==> src/rtl/tiny_cpu_pkg.sv <==
// Shared constants for the TinyCPU program sequencer: instruction-word fields,
// the NOP word and FSM state encodings.
package tiny_cpu_pkg;

    localparam int unsigned WORD_W   = 12;
    localparam int unsigned OP_MSB   = 11;
    localparam int unsigned OP_LSB   = 8;
    localparam int unsigned DATA_MSB = 7;

    localparam logic [WORD_W-1:0] NOP_WORD = 12'hF00;

    localparam logic [1:0] ST_IDLE  = 2'd0;
    localparam logic [1:0] ST_RUN   = 2'd1;
    localparam logic [1:0] ST_DRAIN = 2'd2;

    function automatic logic [OP_MSB-OP_LSB:0] word_op(input logic [WORD_W-1:0] w);
        return w[OP_MSB:OP_LSB];
    endfunction

    function automatic logic [DATA_MSB:0] word_data(input logic [WORD_W-1:0] w);
        return w[DATA_MSB:0];
    endfunction

endpackage

==> src/rtl/seq_result_fifo.sv <==
// Two-entry synchronous FIFO holding {pc, result} pairs for the sequencer.
// Push into a full FIFO is accepted only when a pop happens in the same cycle.
module seq_result_fifo #(
    parameter int unsigned W = 12
) (
    input  logic         clk_i,
    input  logic         clear_i,
    input  logic         push_i,
    input  logic [W-1:0] push_data_i,
    input  logic         pop_i,
    output logic [W-1:0] head_o,
    output logic [1:0]   count_o
);

    logic [W-1:0] slot_q [2];
    logic [W-1:0] slot_d [2];
    logic         rd_ptr_q, rd_ptr_d;
    logic         wr_ptr_q, wr_ptr_d;
    logic [1:0]   count_q, count_d;
    logic         do_push, do_pop;

    always_comb begin
        do_pop   = pop_i && (count_q != 2'd0);
        do_push  = push_i && ((count_q != 2'd2) || do_pop);
        slot_d   = slot_q;
        if (do_push) begin
            slot_d[wr_ptr_q] = push_data_i;
        end
        wr_ptr_d = wr_ptr_q ^ do_push;
        rd_ptr_d = rd_ptr_q ^ do_pop;
        count_d  = count_q + {1'b0, do_push} - {1'b0, do_pop};
    end

    always_ff @(posedge clk_i) begin
        if (clear_i) begin
            slot_q[0] <= '0;
            slot_q[1] <= '0;
            rd_ptr_q  <= 1'b0;
            wr_ptr_q  <= 1'b0;
            count_q   <= 2'd0;
        end else begin
            slot_q    <= slot_d;
            rd_ptr_q  <= rd_ptr_d;
            wr_ptr_q  <= wr_ptr_d;
            count_q   <= count_d;
        end
    end

    assign head_o  = slot_q[rd_ptr_q];
    assign count_o = count_q;

endmodule

==> src/rtl/tiny_cpu_sequencer.sv <==
// Program sequencer for the TinyCPU: issues stored words, captures results into a
// 2-entry buffer with credit-based flow control. Define TINY_SEQ_LOOP_EN for multi-pass runs.
module tiny_cpu_sequencer
    import tiny_cpu_pkg::*;
#(
    parameter int unsigned DEPTH  = 16,
    parameter int unsigned AW     = 4,
    parameter logic [3:0]  NOP_OP = 4'hF
) (
    input  logic          Clk,
    input  logic          Clear,
    input  logic          LdEn,
    input  logic [AW-1:0] LdAddr,
    input  logic [11:0]   LdData,
    input  logic          Start,
    input  logic [AW-1:0] LastAddr,
    input  logic          Abort,
    output logic [11:0]   CpuIn,
    input  logic [7:0]    CpuResult,
    output logic [7:0]    ResData,
    output logic [AW-1:0] ResPc,
    output logic          ResValid,
    input  logic          ResReady,
`ifdef TINY_SEQ_LOOP_EN
    input  logic [7:0]    LoopCount,
    output logic [7:0]    Pass,
`endif
    output logic          Busy,
    output logic          Done
);

    localparam logic [11:0] NopWord = {NOP_OP, 8'h00};

    logic [11:0]   mem_q [DEPTH];
    logic [1:0]    state_q, state_d;
    logic [AW-1:0] pc_q, pc_d;
    logic [AW-1:0] last_q, last_d;
    logic          s2_valid_q, s2_valid_d;
    logic [AW-1:0] s2_pc_q, s2_pc_d;
    logic          done_q, done_d;
`ifdef TINY_SEQ_LOOP_EN
    logic [7:0]    loop_q, loop_d;
    logic [7:0]    pass_q, pass_d;
`endif

    logic [11:0]     mem_rd;
    logic            issue;
    logic            res_pop;
    logic [1:0]      fifo_count;
    logic [AW+7:0]   fifo_head;
    logic [2:0]      used;
    logic            credit_ok;

    assign mem_rd  = mem_q[pc_q];
    assign res_pop = ResValid && ResReady;

    // Slots committed after this cycle's pop: buffered plus the one result still in the CPU.
    assign used      = {1'b0, fifo_count} + {2'b00, s2_valid_q} - {2'b00, res_pop};
    assign credit_ok = (used < 3'd2);

    always_ff @(posedge Clk) begin
        if ((state_q == ST_IDLE) && LdEn) begin
            mem_q[LdAddr] <= LdData;
        end
    end

    always_comb begin
        state_d = state_q;
        pc_d    = pc_q;
        last_d  = last_q;
        done_d  = 1'b0;
        issue   = 1'b0;
`ifdef TINY_SEQ_LOOP_EN
        loop_d  = loop_q;
        pass_d  = pass_q;
`endif
        case (state_q)
            ST_IDLE: begin
                if (Start) begin
                    last_d  = LastAddr;
                    pc_d    = '0;
                    state_d = ST_RUN;
`ifdef TINY_SEQ_LOOP_EN
                    loop_d  = LoopCount;
                    pass_d  = 8'd0;
`endif
                end
            end
            ST_RUN: begin
                if (Abort) begin
                    state_d = ST_DRAIN;
                end else if (credit_ok) begin
                    issue = 1'b1;
                    if (pc_q == last_q) begin
`ifdef TINY_SEQ_LOOP_EN
                        if (pass_q != loop_q) begin
                            pc_d   = '0;
                            pass_d = pass_q + 8'd1;
                        end else begin
                            state_d = ST_DRAIN;
                        end
`else
                        state_d = ST_DRAIN;
`endif
                    end else begin
                        pc_d = pc_q + AW'(1);
                    end
                end
            end
            ST_DRAIN: begin
                // Leave once nothing remains after this cycle, so Done lands right after the last accept.
                if (used == 3'd0) begin
                    state_d = ST_IDLE;
                    done_d  = 1'b1;
                end
            end
            default: state_d = ST_IDLE;
        endcase

        s2_valid_d = issue && (word_op(mem_rd) != NOP_OP);
        s2_pc_d    = pc_q;
    end

    always_ff @(posedge Clk) begin
        if (Clear) begin
            state_q    <= ST_IDLE;
            pc_q       <= '0;
            last_q     <= '0;
            s2_valid_q <= 1'b0;
            s2_pc_q    <= '0;
            done_q     <= 1'b0;
`ifdef TINY_SEQ_LOOP_EN
            loop_q     <= 8'd0;
            pass_q     <= 8'd0;
`endif
        end else begin
            state_q    <= state_d;
            pc_q       <= pc_d;
            last_q     <= last_d;
            s2_valid_q <= s2_valid_d;
            s2_pc_q    <= s2_pc_d;
            done_q     <= done_d;
`ifdef TINY_SEQ_LOOP_EN
            loop_q     <= loop_d;
            pass_q     <= pass_d;
`endif
        end
    end

    // CPU register holds the previous cycle's result, so capture it one cycle after issue.
    seq_result_fifo #(
        .W(AW + 8)
    ) u_fifo (
        .clk_i      (Clk),
        .clear_i    (Clear),
        .push_i     (s2_valid_q),
        .push_data_i({s2_pc_q, CpuResult}),
        .pop_i      (res_pop),
        .head_o     (fifo_head),
        .count_o    (fifo_count)
    );

    assign CpuIn    = issue ? mem_rd : NopWord;
    assign ResValid = (fifo_count != 2'd0);
    assign ResPc    = fifo_head[AW+7:8];
    assign ResData  = fifo_head[7:0];
    assign Busy     = (state_q == ST_RUN) || (state_q == ST_DRAIN);
    assign Done     = done_q;
`ifdef TINY_SEQ_LOOP_EN
    assign Pass     = pass_q;
`endif

endmodule

==> config.mk <==
export PLATFORM = sky130hd
export DESIGN_NAME = tiny_cpu_sequencer
export DESIGN_NICKNAME = d
export VERILOG_FILES = /design/src/rtl/tiny_cpu_pkg.sv /design/src/rtl/seq_result_fifo.sv /design/src/rtl/tiny_cpu_sequencer.sv
export SDC_FILE = /design/constraint.sdc
export NUM_CORES = 1
export LEC_CHECK = 0
export BUFFER_PORTS_ARGS = -buffer_cell sky130_fd_sc_hd__buf_2
export CAP_MARGIN = 20
export CELL_PAD_IN_SITES_DETAIL_PLACEMENT = 1
export CELL_PAD_IN_SITES_GLOBAL_PLACEMENT = 2
export CORE_ASPECT_RATIO = 1.4
export CORE_UTILIZATION = 40
export DETAILED_ROUTE_END_ITERATION = 10
export PLACE_DENSITY = 0.78
export REMOVE_ABC_BUFFERS = 1
export SETUP_SLACK_MARGIN = 0.3
export SLEW_MARGIN = 20
export SYNTH_ARGS = -nofsm -noshare
export SYNTH_HDL_FRONTEND = slang
export SYNTH_SLANG_ARGS = --single-unit
==> constraint.sdc <==
create_clock -name Clk -period 4.8 [get_ports Clk]
set_clock_uncertainty 0.15 [all_clocks]
set_input_delay 0.48 -clock Clk [delete_from_list [all_inputs] [get_ports Clk]]
set_output_delay 0.48 -clock Clk [all_outputs]
set_load 0.01 [all_outputs]
==> results of run 1 <==
-- layout by cell type (no fill, tap or decap), types with 3 or more instances in the layout --
cell type / n
a21oi_1: 10
a22oi_1: 4
and2b_2: 3
buf_2: 60
buf_4: 5
bufinv_16: 3
clkbuf_1: 4
clkbuf_16: 25
clkinv_1: 4
clkinv_2: 5
dfxtp_1: 46
edfxtp_1: 192
ha_1: 11
inv_1: 7
mux2_2: 12
mux2i_1: 24
mux4_2: 56
nand2_1: 16
nand3_1: 14
nor2_1: 31
nor2_2: 12
nor2b_1: 13
nor3_2: 4
o21ai_0: 3
or2_2: 4
xnor2_1: 3
xor2_1: 4
-- cells by family (layout without fill, tap and decap cells) --
logic type / count (synthesis) / count (layout) / synth area share
AO/OA/AOI/OAI: 27 / 27 / 0.0198
XOR/XNOR: 7 / 7 / 0.00647
adder cells (fa/ha/maj): 12 / 12 / 0.0166
buffers and inverters: 32 / 118 / 0.0139
flip-flops: 240 / 240 / 0.710
multiplexers: 92 / 92 / 0.173
AND/OR/NAND/NOR: 114 / 114 / 0.0600
-- path summary, 6_finish.rpt --
check / from / to / depth (start not counted)
worst min-delay path: LastAddr[1] / last_q[1]$_SDFFE_PP0P_ / 3
worst max register to register: u_fifo.count_o[1]$_SDFF_PP0_ / flop / 11
worst min register to register: last_q[2]$_SDFFE_PP0P_ / last_q[2]$_SDFFE_PP0P_ / 2
worst max-delay path: u_fifo.count_o[1]$_SDFF_PP0_ / CpuIn[11] / 10
-- state kept, by name, summed over array words and instances, names as in the netlist, named ones only --
name,flops
Done,1
state_q,2
u_fifo.rd_ptr_q,1
u_fifo.count_o,2
s2_pc_q,4
s2_valid_q,1
u_fifo.wr_ptr_q,1
pc_q,4
mem_q,192
u_fifo.slot_q,24
last_q,4
-- report_power, final --
group | internal [uW] | switching (uW)
Sequential | 2330 | 76.6
Combinational | 340 | 396
Clock | 1120 | 773
-- routing by layer --
metal / vias up / routed length, um / part of all wire / global-route usage
met5: - / 0 / 0 / 0
met4: 0 / 558 / 0.027 / 0.0591
met3: 40 / 1040 / 0.049 / 0.0312
met2: 141 / 11800 / 0.56 / 0.353
met1: 2533 / 7570 / 0.36 / 0.193
li1: 2199 / - / - / -
-- per-stage QoR --
stage | hold WS, ns | area [um^2] | instances | utilization
after floorplan | 0.292 | 9370 | 500 | -
after global placement | 0.317 | 10100 | 871 | 0.437
after detailed placement | 0.323 | 10100 | 871 | 0.437
after CTS | 0.0529 | 10900 | 915 | 0.472
after global routing | 0.0670 | 11000 | 916 | 0.473
final | 0.0687 | 11000 | 916 | 0.473
-- cell type report --
type / count / area (um^2) / share of cell area
Multi-Input combinational cell: 252 / 2660 / 0.243
Clock inverter: 15 / 165 / 0.0151
Tap cell: 306 / 383 / 0.0349
Inverter: 8 / 30.0 / 0.00274
Sequential cell: 240 / 6730 / 0.614
Clock buffer: 29 / 641 / 0.0584
Timing Repair Buffer: 66 / 358 / 0.0326
-- worst max-delay path, stage by stage, from the launching register on --
cell and delay (ns):
dfxtp_1 0.32, inv_1 0.15, nand2_1 0.10, and2_1 0.19, ha_1 0.28, inv_1 0.06
ha_1 0.19, fa_1 0.50, or4_4 0.70, or2_2 0.35, buf_2 0.14
==> results.txt, run 1 <==
----------------------------------------------------
[GRT]
  Pin count of the biggest net entering global routing ... slightly below 50
  Total overflow reported by the global router ... 0
  Vias in the first global route ... 5,491
  Total routing usage reported by global routing ... 0.180
  Wire length of the first global-routing pass ... roughly 32 mm
  Initial antenna violation count ... 0

[Clocking]
  Hold-fix buffer count after cts ... 0
  Buffers inserted by post-CTS timing repair ... 0
  Buffer levels on the longest clock path ... 3
  Post-cts gate resize count ... 0
  Clock tree from TritonCTS ... done
  CTS buffer count ... 24
  Clock root buffer ... clkbuf_16
  Skew-Pair Late Insertion Delay ... between 0.5 and 0.6 ns
  Sinks on the clock net ... 240
  CTS H-Tree Depth ... 1
  Clock transition at the register clock pins on the worst setup and hold paths after CTS ... about 0.060 ns

[Synth]
  Cell taking the most area after synthesis ... edfxtp_1
  Netlist cell types ... 44
  Number of flip-flops and latches in the synthesized netlist ... 240
  Number of enable-type register cells in the synthesized netlist ... between 150 and 200
  Count of yosys warnings during synthesis ... 0
  Fraction of synthesis flops using an asynchronous set or reset pin ... 0
  Netlist Area Pre-Place ... between 0.009 and 0.01 mm^2
  Top cell types by occurrence after synthesis ... edfxtp_1 (192), mux4_2 (56), dfxtp_1 (48)
  Most used flip-flop cell after synthesis ... edfxtp_1
  Seq/Total Area, Yosys ... 0.710
  Leading cell type by number of instances after synthesis ... edfxtp_1
  Ranking of synthesized cells by area ... edfxtp_1 (61%), mux4_2 (13%), dfxtp_1 (10%), mux2i_1 (2.5%), nor2_1 (1.7%)
  Average size of a mapped cell ... approximately 18 um^2
  Cell count after synthesis ... 524
  Area fraction of the dominant cell type after synthesis ... 0.609

[Power and ir drop]
  Power Total ... roughly 5000 uW
  Pwr Density ... approximately 460 mW/mm^2
  Leak Pwr ... between 0.003 and 0.004 uW
  Max IR drop VDD ... around 0.00034 V

[STA]
  Number of max-slew violations in the final report ... 0
  Final worst-path setup slack ... roughly 0.69 ns
  Unrepaired setup endpoints after global routing ... false
  Final setup vio count ... 0
  Achievable clock frequency ... 0.243 GHz
  Hold Fails Final Rpt ... 0
  Slew of the pin with the lowest slew margin ... roughly 1.1 ns
  Tmin final ... roughly 4.1 ns
  Relative max-transition margin ... 0.284
  Period Utilization, post-route ... 0.857
  Sum of negative setup slack ... 0 ns

[Flow run]
  Max Cap Violations ... 0

[Route]
  Detailed-route vias per instance ... around 5.4
  Remaining routing DRC violations ... 0
  Aggregate routed wire length ... 21.0 mm
  Number of optimization iterations in the first detailed-route pass ... 4
  Routed Antenna Nets ... 0
  Total vias in the final route ... around 5k
  Wire length per cell after detailed routing ... roughly 23 um
  Iter 0 DRT Violations ... 256

[Status]
  Outcome ... completed

[Layout]
  Antenna cell count ... 0
  Share of post-route cells with drive strength above 1 ... 0.331
  Area added between synthesis and finish ... 15.8%
  Fill cells ... ~2.2k
  Final nets ... 638

[Placed design]
  Post-detail-place hpwl ... ~13 mm
  Count of buffers inserted at the top-level ports ... 60
  Post-placement worst setup slack ... about 1.1 ns
  GP Congestion ... 0.714

[Die]
  Die width ... between 100 and 150 um
  Top Ports ... between 60 and 70
  Total die area ... 0.0243 mm^2
  Die Span Y ... about 180 um
  Effective utilization at floorplan ... 0.408
  Row Count ... 66
  Core outline area ... about 0.023 mm^2

[Critical path]
  CP Capture Type ... primary output
  Setup slack of the worst register-to-register path ... around 1.2 ns
  Critical Path AT ... approximately 3.5 ns
  Worst Path Class, Setup ... reg -> out
  Kind of start point of the critical path ... flop
  Required time reported for the critical path endpoint ... 4.17 ns
  Maximum fanout encountered on the critical timing path ... 14

[Min path]
  Worst hold path class ... in -> reg

----------------------------------------------------
(Power assumes the default switching activity.)
==> run 2, diff against run 1 <==
Settings changed: CORE_ASPECT_RATIO 1.4 to not set, MAX_ROUTING_LAYER set to met4.
==> run 2 against run 1 <==
Compared with the run above:
- maximum frequency fell by 0.77%
- worst hold slack is essentially flat
- critical path type unchanged
- power grew 2.6%
- die area is essentially flat
- final cell count rose by 1.3%
==> results.txt, run 2 (synthesis gave the netlist of run 1 again) <==
----------------------------------------------------
[Status]
  Outcome ... completed

[Route]
  Detailed-route vias per instance ... 5.30 (-1.3%)
  Routed Antenna Nets ... 0 (unchanged)
  Iter 0 DRT Violations ... 314 (+23%)
  Aggregate routed wire length ... 20.6 mm (-1.8%)
  Remaining routing DRC violations ... 0 (unchanged)
  Wire length per cell after detailed routing ... 22.2 um (-3.1%)
  Total vias in the final route ... 4,915 (+0.041%)
  Number of optimization iterations in the first detailed-route pass ... 6 (+2)

[Critical path]
  Maximum cell stage delay along the critical path ... 0.72 ns (+0.02 ns)
  Max stage delay cell, worst path ... or4_4
  Worst setup path startpoint ... u_fifo.count_o[1]$_SDFF_PP0_
  Setup slack of the worst register-to-register path ... 1.06 ns (-0.09 ns)
  Critical-path cell list ... inv_1 > nand2_1 > and2_1 > ha_1 > inv_1 > ha_1 > fa_1 > or4_4 > or2_2 > buf_2
  Worst Path Class, Setup ... reg -> out
  Kind of start point of the critical path ... flop
  Critical Path AT ... 3.52 ns (+0.04 ns)
  CP Capture Type ... primary output
  Maximum fanout encountered on the critical timing path ... 14 (unchanged)
  Cells on worst reg2reg path ... 11 (unchanged)
  Required time reported for the critical path endpoint ... 4.17 ns (about the same)
  Startpoint of the lowest-slack register-to-register path ... u_fifo.count_o[1]$_SDFF_PP0_

[Layout]
  Most common cell after layout, fill and taps aside ... edfxtp_1
  Flip-flop count of the largest register, all copies and words added ... 192 (unchanged)
  Area of combinational cells with multiple inputs ... 0.00266 mm^2 (-0.23%)
  Most frequent cells in the layout ... edfxtp_1 (192), buf_2 (60), mux4_2 (56), dfxtp_1 (46), nor2_1 (36)
  Share of post-route cells with drive strength above 1 ... 0.334 (+0.00273)
  Area added between synthesis and finish ... 16.7%
  Non-filler cells in the finished layout ... 928 (+1.3%)
  Fill cells ... 2,161 (-0.73%)
  Reg with most FFs ... mem_q
  Registers with the highest flip-flop counts ... mem_q: 192 flops, u_fifo.slot_q: 24 flops
  Post-route design area ... 0.0111 mm^2 (+0.78%)
  FF/Latch Area ... 0.00673 mm^2 (unchanged)
  Final nets ... 642 (+0.63%)

[Die]
  Core outline area ... 0.0229 mm^2 (-1.2%)
  Die width ... 156 um (+18%)
  Effective utilization at floorplan ... 0.413 (+0.00515)
  Total die area ... 0.0243 mm^2 (about the same)
  Top Ports ... 61 (unchanged)
  Die Span Y ... 156 um (-15%)
  Row Count ... 55 (-17%)

[Min path]
  Min-Delay Path Depth ... 3 (unchanged)
  Worst hold path class ... in -> reg
  Worst min-delay path startpoint ... LastAddr[0]
  Worst Hold Endpoint ... last_q[0]$_SDFFE_PP0P_

[Clocking]
  Clock root buffer ... clkbuf_16
  CTS buffer count ... 25 (+4.2%)
  Skew-Pair Late Insertion Delay ... 0.53 ns (about the same)
  Clock tree from TritonCTS ... done
  Sinks on the clock net ... 240 (unchanged)
  Buffers inserted by post-CTS timing repair ... 0 (unchanged)
  Buffer levels on the longest clock path ... 3 (unchanged)
  CTS H-Tree Depth ... 1 (unchanged)
  Hold-fix buffer count after cts ... 0 (unchanged)
  Clock transition at the register clock pins on the worst setup and hold paths after CTS ... 0.06 ns (about the same)
  Post-cts gate resize count ... 0 (unchanged)

[Placed design]
  Number of placed cells counting well taps ... 882 (+1.3%)
  Post-detailed-placement cell area ... 0.0102 mm^2 (+0.32%)
  GP Congestion ... 0.722 (+1.1%)
  Post-detail-place hpwl ... 12.3 mm (-5.1%)
  Post-placement worst setup slack ... 1.05 ns (-0.0714 ns)
  Count of buffers inserted at the top-level ports ... 60 (unchanged)

[STA]
  Number of max-slew violations in the final report ... 0 (unchanged)
  Final worst-path setup slack ... 0.654 ns (-0.0319 ns)
  Hold Fails Final Rpt ... 0 (unchanged)
  Slew of the pin with the lowest slew margin ... 1.02 ns (-0.0492 ns)
  Unrepaired setup endpoints after global routing ... false
  Sum of negative setup slack ... 0 ns (unchanged)
  Final setup vio count ... 0 (unchanged)
  Period Utilization, post-route ... 0.864 (+0.00664)
  Tmin final ... 4.15 ns (+0.0319 ns)
  Achievable clock frequency ... 0.241 GHz (-0.77%)
  Relative max-transition margin ... 0.317 (+0.0329)

[GRT]
  M3 GR Usage ... 0.0269 (-0.00421)
  Most used routing layer in global routing ... met2
  GRT met2 Usage ... 0.325 (-0.0273)
  Total routing usage reported by global routing ... 0.180 (+0.000288)
  Wire length of the first global-routing pass ... 31.4 mm (-2.2%)
  Total overflow reported by the global router ... 0 (unchanged)
  Met1 Usage GRT ... 0.211 (+0.0174)
  Initial antenna violation count ... 2 (+2)
  Pin count of the biggest net entering global routing ... 49 (unchanged)
  Vias in the first global route ... 5,402 (-1.6%)

[Power and ir drop]
  Pwr Density ... 467 mW/mm^2 (+1.8%)
  Max IR drop VDD ... 0.000336 V (-1.8%)
  Leak Pwr ... 0.00365 uW (+1.5%)

[Flow run]
  Max Cap Violations ... 0 (unchanged)

----------------------------------------------------
-- run 2: cell count changes in the layout (fill, tap and decap cells not counted), sizes merged --
cell    change
buf         +3
bufinv      +1
clkbuf      +6
clkinv      -6
diode       +1
-- run 2: final cells by class --
| type | count | share of cell area |
|---|---|---|
| clock buffer | 35 | 0.0651 |
| inverter | 8 | 0.00272 |
| clock inverter | 10 | 0.0141 |
| sequential | 240 | 0.609 |
| tap | 313 | 0.0354 |
| antenna | 1 | 0.000226 |
| timing repair buffer | 69 | 0.0333 |
| multi-input combinational | 252 | 0.240 |
-- run 2: worst max-delay path, delay by kind of cell, from the launching register on --
kind | cells | cell delay (ns)
adder cells (fa/ha/maj) | 3 | 0.98
flip-flops | 1 | 0.32
AND/OR/NAND/NOR | 4 | 1.35
buffers and inverters | 3 | 0.34
-- run 2: stage by stage --
stage	hold slack, ns	total power, uW	util
floorplan	0.292	2940	-
global placement	0.317	3140	0.444
detailed placement	0.324	3190	0.444
CTS	0.0524	5230	0.482
global route	0.0562	5370	0.482
finish	0.0692	5160	0.482
-- run 2: worst max path at each step --
stage                                end  slack [ns]
finish                          CpuIn[8]        0.65
global placement    pc_q[2]$_SDFFE_PP0P_        1.21
CTS                             CpuIn[8]        0.61
floorplan                       CpuIn[0]        0.77
global route                    CpuIn[8]        0.50
detailed placement  pc_q[2]$_SDFFE_PP0P_        1.05
-- run 2: power by group --
part	total, uW	leakage (uW)	internal [uW]	switching, uW
Combinational	701	0.00110	335	366
Clock	2030	0.000432	1260	768
Sequential	2430	0.00212	2330	106
Total	5160	0.00365	3920	1240
-- run 2: metal layers --
metal,vias up,share of wire
met4,0,0.022
met3,34,0.047
met5,-,0
met1,2546,0.40
met2,127,0.53
li1,2208,-
